===== src/rtl/mem_arb_pkg.sv =====
// Shared types and constants for the memory access arbiter.
// Grant selection helper covers both fixed-priority and round-robin (MEM_ARB_RR_EN) builds.
package mem_arb_pkg;

  localparam int unsigned LATENCY_DEF = 7;
  localparam int unsigned CNT_W       = 4;

  typedef enum logic [1:0] {
    IDLE = 2'd0,
    BUSY = 2'd1,
    DONE = 2'd2
  } state_e;

  typedef enum logic {
    GNT_I = 1'b0,
    GNT_D = 1'b1
  } grant_e;

  // D wins a tie unless round-robin is enabled, then the side not granted last wins.
  function automatic grant_e pick_grant(input logic eff_i, input logic eff_d,
                                        input grant_e last, input logic rr_en);
    grant_e g;
    g = eff_d ? GNT_D : GNT_I;
    if (rr_en && eff_i && eff_d) g = (last == GNT_D) ? GNT_I : GNT_D;
    return g;
  endfunction

endpackage


===== src/rtl/mem_lat_counter.sv =====
// Loadable down-counter timing the fixed memory latency; zero_c flags the last BUSY cycle.
module mem_lat_counter
  import mem_arb_pkg::*;
(
  input  logic             clk,
  input  logic             rst_n,
  input  logic             load,
  input  logic [CNT_W-1:0] load_val,
  input  logic             dec,
  output logic             zero_c
);

  logic [CNT_W-1:0] cnt;

  always_ff @(posedge clk or negedge rst_n) begin
    if (!rst_n)     cnt <= '0;
    else if (load)  cnt <= load_val;
    else if (dec)   cnt <= cnt - CNT_W'(1);
  end

  assign zero_c = (cnt == '0);

endmodule


===== src/rtl/mem_access_arbiter.sv =====
// Arbitrates I-cache and D-cache misses onto one fixed-latency memory and drives the pipeline stall.
// Define MEM_ARB_RR_EN to break I/D ties round-robin instead of fixed D-over-I priority.
module mem_access_arbiter
  import mem_arb_pkg::*;
#(
  parameter int unsigned LATENCY = LATENCY_DEF,  // legal range 1..15
  parameter int unsigned DATA_W  = 32
) (
  input  logic              CLK,
  input  logic              RSTn,
  input  logic              IReq,
  input  logic [DATA_W-1:0] IAddr,
  input  logic              DReq,
  input  logic              DWrite,
  input  logic [DATA_W-1:0] DAddr,
  input  logic [DATA_W-1:0] DWData,
  input  logic [DATA_W-1:0] MemRData,
  output logic              MemReq,
  output logic              MemWrite,
  output logic [DATA_W-1:0] MemAddr,
  output logic [DATA_W-1:0] MemWData,
  output logic [DATA_W-1:0] RData,
  output logic              IDone,
  output logic              DDone,
  output logic              WriteAll
);

`ifdef MEM_ARB_RR_EN
  localparam logic RR_EN = 1'b1;
`else
  localparam logic RR_EN = 1'b0;
`endif

  state_e state;
  grant_e grant;
  grant_e last_grant;
  grant_e pick;
  logic   served_i;
  logic   served_d;
  logic   eff_i;
  logic   eff_d;
  logic   cnt_load;
  logic   cnt_dec;
  logic   cnt_zero;

  // Served flags hide a requester already serviced while the pipeline still stalls for the other.
  assign eff_i    = IReq & ~served_i;
  assign eff_d    = DReq & ~served_d;
  assign pick     = pick_grant(eff_i, eff_d, last_grant, RR_EN);
  assign cnt_load = (state == IDLE) && (eff_i || eff_d);
  assign cnt_dec  = (state == BUSY) && !cnt_zero;

  mem_lat_counter u_cnt (
    .clk      (CLK),
    .rst_n    (RSTn),
    .load     (cnt_load),
    .load_val (CNT_W'(LATENCY - 1)),
    .dec      (cnt_dec),
    .zero_c   (cnt_zero)
  );

  // Pipeline stall: forced high while in reset, otherwise follows outstanding unserved misses.
  always_comb begin
    WriteAll = 1'b1;
    if (RSTn) begin
      case (state)
        IDLE:    WriteAll = ~(eff_i | eff_d);
        BUSY:    WriteAll = 1'b0;
        DONE:    WriteAll = (grant == GNT_D) ? ~eff_i : ~eff_d;
        default: WriteAll = 1'b1;
      endcase
    end
  end

  always_ff @(posedge CLK or negedge RSTn) begin
    if (!RSTn) begin
      state      <= IDLE;
      grant      <= GNT_I;
      last_grant <= GNT_I;
      served_i   <= 1'b0;
      served_d   <= 1'b0;
      MemReq     <= 1'b0;
      MemWrite   <= 1'b0;
      MemAddr    <= '0;
      MemWData   <= '0;
      RData      <= '0;
      IDone      <= 1'b0;
      DDone      <= 1'b0;
    end else begin
      IDone <= 1'b0;
      DDone <= 1'b0;
      if (WriteAll) begin
        served_i <= 1'b0;
        served_d <= 1'b0;
      end
      case (state)
        IDLE: begin
          if (eff_i || eff_d) begin
            grant    <= pick;
            MemReq   <= 1'b1;
            MemWrite <= (pick == GNT_D) && DWrite;
            MemAddr  <= (pick == GNT_D) ? DAddr : IAddr;
            if (pick == GNT_D) MemWData <= DWData;
            state    <= BUSY;
          end
        end
        BUSY: begin
          if (cnt_zero) begin
            MemReq     <= 1'b0;
            if (!MemWrite) RData <= MemRData;
            last_grant <= grant;
            if (grant == GNT_D) begin
              DDone    <= 1'b1;
              served_d <= 1'b1;
            end else begin
              IDone    <= 1'b1;
              served_i <= 1'b1;
            end
            state <= DONE;
          end
        end
        DONE:    state <= IDLE;
        default: state <= IDLE;
      endcase
    end
  end

endmodule

===== config.mk =====
export PLATFORM = sky130hd
export DESIGN_NAME = mem_access_arbiter
export DESIGN_NICKNAME = d
export VERILOG_FILES = /design/src/rtl/mem_arb_pkg.sv /design/src/rtl/mem_lat_counter.sv /design/src/rtl/mem_access_arbiter.sv
export SDC_FILE = /design/constraint.sdc
export NUM_CORES = 1
export LEC_CHECK = 0
export CAP_MARGIN = 15
export CORE_MARGIN = 2
export CORE_UTILIZATION = 44
export CTS_CLUSTER_DIAMETER = 40
export DETAILED_ROUTE_END_ITERATION = 6
export PLACE_DENSITY = 0.87
export SYNTH_ARGS = -nofsm -noshare
export SYNTH_HDL_FRONTEND = slang
export SYNTH_SLANG_ARGS = --single-unit

===== constraint.sdc =====
create_clock -name CLK -period 2.8 [get_ports CLK]
set_input_delay 0.56 -clock CLK [delete_from_list [all_inputs] [get_ports CLK]]
set_output_delay 0.56 -clock CLK [all_outputs]
set_load 0.01 [all_outputs]

==> Flow_metrics.wiki, run 1 <==
{| class="wikitable"
! Metric !! Value
|-
| Status || finished clean
|-
| Die span in y || about 110 microns
|-
| Clk sinks || about 110
|-
| Number of nets in the finished design || between 600 and 700
|-
| Commonest non-fill, non-tap cells in the layout || clkdlybuf4s50_1 (231), dfrtp_1 (109), mux2_2 (87)
|-
| Unrepaired setup endpoints after global routing || false
|-
| Period utilisation layout || a little under nine tenths
|-
| Portion of total power attributed to sequential cells || a little under two fifths
|-
| RD Place Congestion || about 0.76
|-
| Initial Util || around 45%
|-
| Number of different library cells in the post-synthesis netlist || 38
|-
| Number of iterations in the first detailed-routing pass || 4
|-
| Net Switching || ~2.3 mW
|-
| Antenna violations before repair || 0
|-
| Global-route wire length before repair || approximately 18000 microns
|-
| Setup total negative slack || 0 ns
|-
| Tightest Pin Transition || roughly 0.76 ns
|-
| Share of async-settable or async-resettable flops after synthesis || 100%
|-
| Buffers added on ports || roughly 230
|-
| Full die area || 11500 sq um
|-
| Switching part of the total power || between 30% and 40%
|-
| Placement Setup Slack || -0.0268 ns
|-
| Power Total || 7.36 mW
|-
| Post-detailed-route via-to-cell ratio || 4.95
|-
| Clock edge transition at the registers on the reported setup and hold paths || roughly 0.10 ns
|-
| Flip-flop and latch count after synthesis || between 100 and 150
|-
| Fillers || just over 700
|-
| Average instance area after synthesis || 15.6 sq um
|-
| Top cell type's share of synthesized area || between 50% and 60%
|-
| Slew headroom || roughly 50%
|-
| Required @ worst endpoint || 2.24 ns
|-
| Via count of the first global-routing pass || 3576
|-
| Power density of the placed cells || roughly 1000 nW/um^2
|-
| Worst setup path class || in -> out
|-
| Total global routing track utilization || 19.7%
|-
| Most common cell after layout, fill and taps aside || clkdlybuf4s50_1
|-
| Post CTS Setup Buffer Count || 0
|-
| Endpoint arrival time on the critical path || approximately 1.8 ns
|-
| Average wire length per cell after detail routing || 17.0 microns
|-
| Final critical delay including setup and external delays || ~2.4 ns
|-
| Inserted Clock Buffers || 9
|-
| Top fanout value on the critical path || 2
|-
| Number of DRC violations after detailed routing || 0
|-
| Final setup fails || 0
|-
| Core Box Area || ~10000 sq um
|-
| Cell types with the largest area share after synthesis || dfrtp_1 (58%), mux2_2 (21%), mux2_1 (7.7%), mux2_4 (2.9%), buf_6 (2.6%)
|-
| Max Cap Violations || 0
|-
| Relative contribution of combinational cells to total power || approximately 48%
|-
| Clock latency at the later pin of the worst-skew pair || ~0.35 ns
|-
| Root buffer cell || clkbuf_8
|-
| Post-Synthesis Cell Area || 4690 sq um
|-
| Iteration-0 DRC count of the detailed router || slightly above 100
|-
| Pint || roughly 5.1 mW
|-
| Number of enable-type register cells in the synthesized netlist || 0
|-
| Overall overflow remaining after global route || 0
|-
| Fraction of layout cells with a size suffix above 1 || a little under a quarter
|-
| Number of rows in the core area || 37
|-
| Area growth from synthesis to final layout || 56.4%
|-
| Worst hold path type || in -> async
|-
| Endpoints failing hold || 0
|-
| Top achievable clock speed || approximately 420 MHz
|-
| Routed WL || ~11000 microns
|-
| Post-synth top area cell || dfrtp_1
|-
| Clock skew after layout || about 0.015 ns
|-
| Sequential-to-total area share from yosys stat || just under 60%
|-
| Static leakage || 3.04 nW
|-
| Final standard cell utilization of the core || ~71%
|-
| Ant diodes || 0
|-
| Power share of the clock group || between 10% and 20%
|-
| Final Hold Slack || roughly 0.33 ns
|-
| Synthesized Nets || ~430
|-
| Max Slew Vio Count || 0
|-
| CTS max path bufs || 2
|-
| CP endpoint kind || primary output
|-
| Largest net degree at the start of global routing || approximately 60
|-
| Kind of start point of the critical path || input pin
|-
| Post-route setup slack || just over 0.4 ns
|-
| Synthesized netlist cell count || 300
|-
| Boundary Pins || about 230
|-
| Yosys warns || 0
|-
| Overall via count from detail_route || ~3300
|-
| Half-perimeter wire length after detailed placement || ~8900 microns
|-
| Antenna-violating nets left || 0
|-
| Peak ir drop on the vdd network || a little under 0.0005 V
|-
| Top FF cell, synth || dfrtp_1
|-
| H-tree level count || 3
|-
| Die X-Extent || 107 microns
|-
| TritonCTS clock tree || built
|}
## timing repair
item / CTS / global route
gates resized for setup: 2 / 1
pin swaps: 0 / 1
hold buffers: 0 / 0
gates cloned: 0 / 0
endpoints found under the setup margin: 1 / 1
## per-layer routing
layer  share of wire (%)  GRT usage (%)
met5                   0              0
met4                 1.3           4.73
met3                 7.1           4.18
met2                  53           36.8
met1                  39           22.9
## critical path, cell delays in order
cell	delay, ns
clkdlybuf4s50_1	0.47
buf_4	0.12
nand2b_4	0.05
o311ai_1	0.34
nand2b_1	0.10
dlymetal6s2s_1	0.18
## power by group through the flow
| stage | registers, mW | clock network, mW | logic (mW) |
|---|---|---|---|
| 4_1_cts | 2.79 | 1.07 | 3.59 |
| 3_3_place_gp | 2.76 | 0 | 3.48 |
| 6_report | 2.79 | 1.04 | 3.53 |
| 3_5_place_dp | 2.83 | 0 | 3.57 |
| 5_1_grt | 2.89 | 1.13 | 3.76 |
| 2_1_floorplan | 3.11 | 0 | 1.31 |
## metrics by stage
| step | area [sq um] | cells |
|---|---|---|
| 4_1_cts | 7340 | 675 |
| 5_1_grt | 7340 | 675 |
| 2_1_floorplan | 4690 | 300 |
| 6_report | 7340 | 675 |
| 3_5_place_dp | 7110 | 659 |
| 3_3_place_gp | 7110 | 659 |
## synth_stat cells, types with 2 or more instances
cell / n
dfrtp_1: 109
mux2_2: 87
mux2_1: 32
buf_6: 11
mux2_4: 9
inv_1: 5
buf_4: 4
a21o_1: 3
a21oi_1: 3
nor2_1: 3
a22o_1: 2
and3_1: 2
nand2_1: 2
nand3_1: 2
nor2b_1: 2
o21ai_0: 2
## sequential cells by signal (all words and copies together), names as in the netlist
| signal | flops |
|---|---|
| MemAddr | 32 |
| MemWData | 32 |
| RData | 32 |
| u_cnt.cnt | 4 |
| state | 2 |
| DDone | 1 |
| IDone | 1 |
| MemReq | 1 |
| MemWrite | 1 |
| grant | 1 |
| served_d | 1 |
| served_i | 1 |
## worst paths after layout
path                                 startpoint                       end  slack [ns]  cells after the start
setup / recovery                           DReq                  WriteAll        0.41                      6
hold reg to reg              MemReq$_DFFE_PN0P_        MemReq$_DFFE_PN0P_        0.49                      1
setup reg to reg           state[0]$_DFFE_PN0P_     RData[13]$_DFFE_PN0P_        0.57                      3
min in group CLK             MemReq$_DFFE_PN0P_        MemReq$_DFFE_PN0P_        0.49                      1
max in group asynchronous                  RSTn  MemWData[12]$_DFFE_PN0P_        1.90                      2
hold / removal                             RSTn   MemAddr[24]$_DFFE_PN0P_        0.33                      2
## cell type report
type | instances | area, sq um | share of cell area, %
timing repair buffer | 240 | 2410 | 32.8
tap | 136 | 170 | 2.32
clock buffer | 10 | 128 | 1.74
sequential | 109 | 2730 | 37.2
multi-input combinational | 169 | 1790 | 24.4
clock inverter | 6 | 93.8 | 1.28
inverter | 5 | 18.8 | 0.256
## logic make-up after synthesis
kind of cell    after synthesis  synth area share (%)
mux                         128                  31.4
fa+ha+maj                     1                 0.266
simple gates                 21                  3.41
buf+inv                      22                  3.86
compound gates               19                  2.93
flops                       109                  58.1
Note: power is estimated with default switching activity, not from simulation.
==> run 2: changes to the inputs <==
Settings changed: CAP_MARGIN 15 to not set.
==> results of run 2 <==
The final DEF is identical to that of run 1; final timing and power are the same.
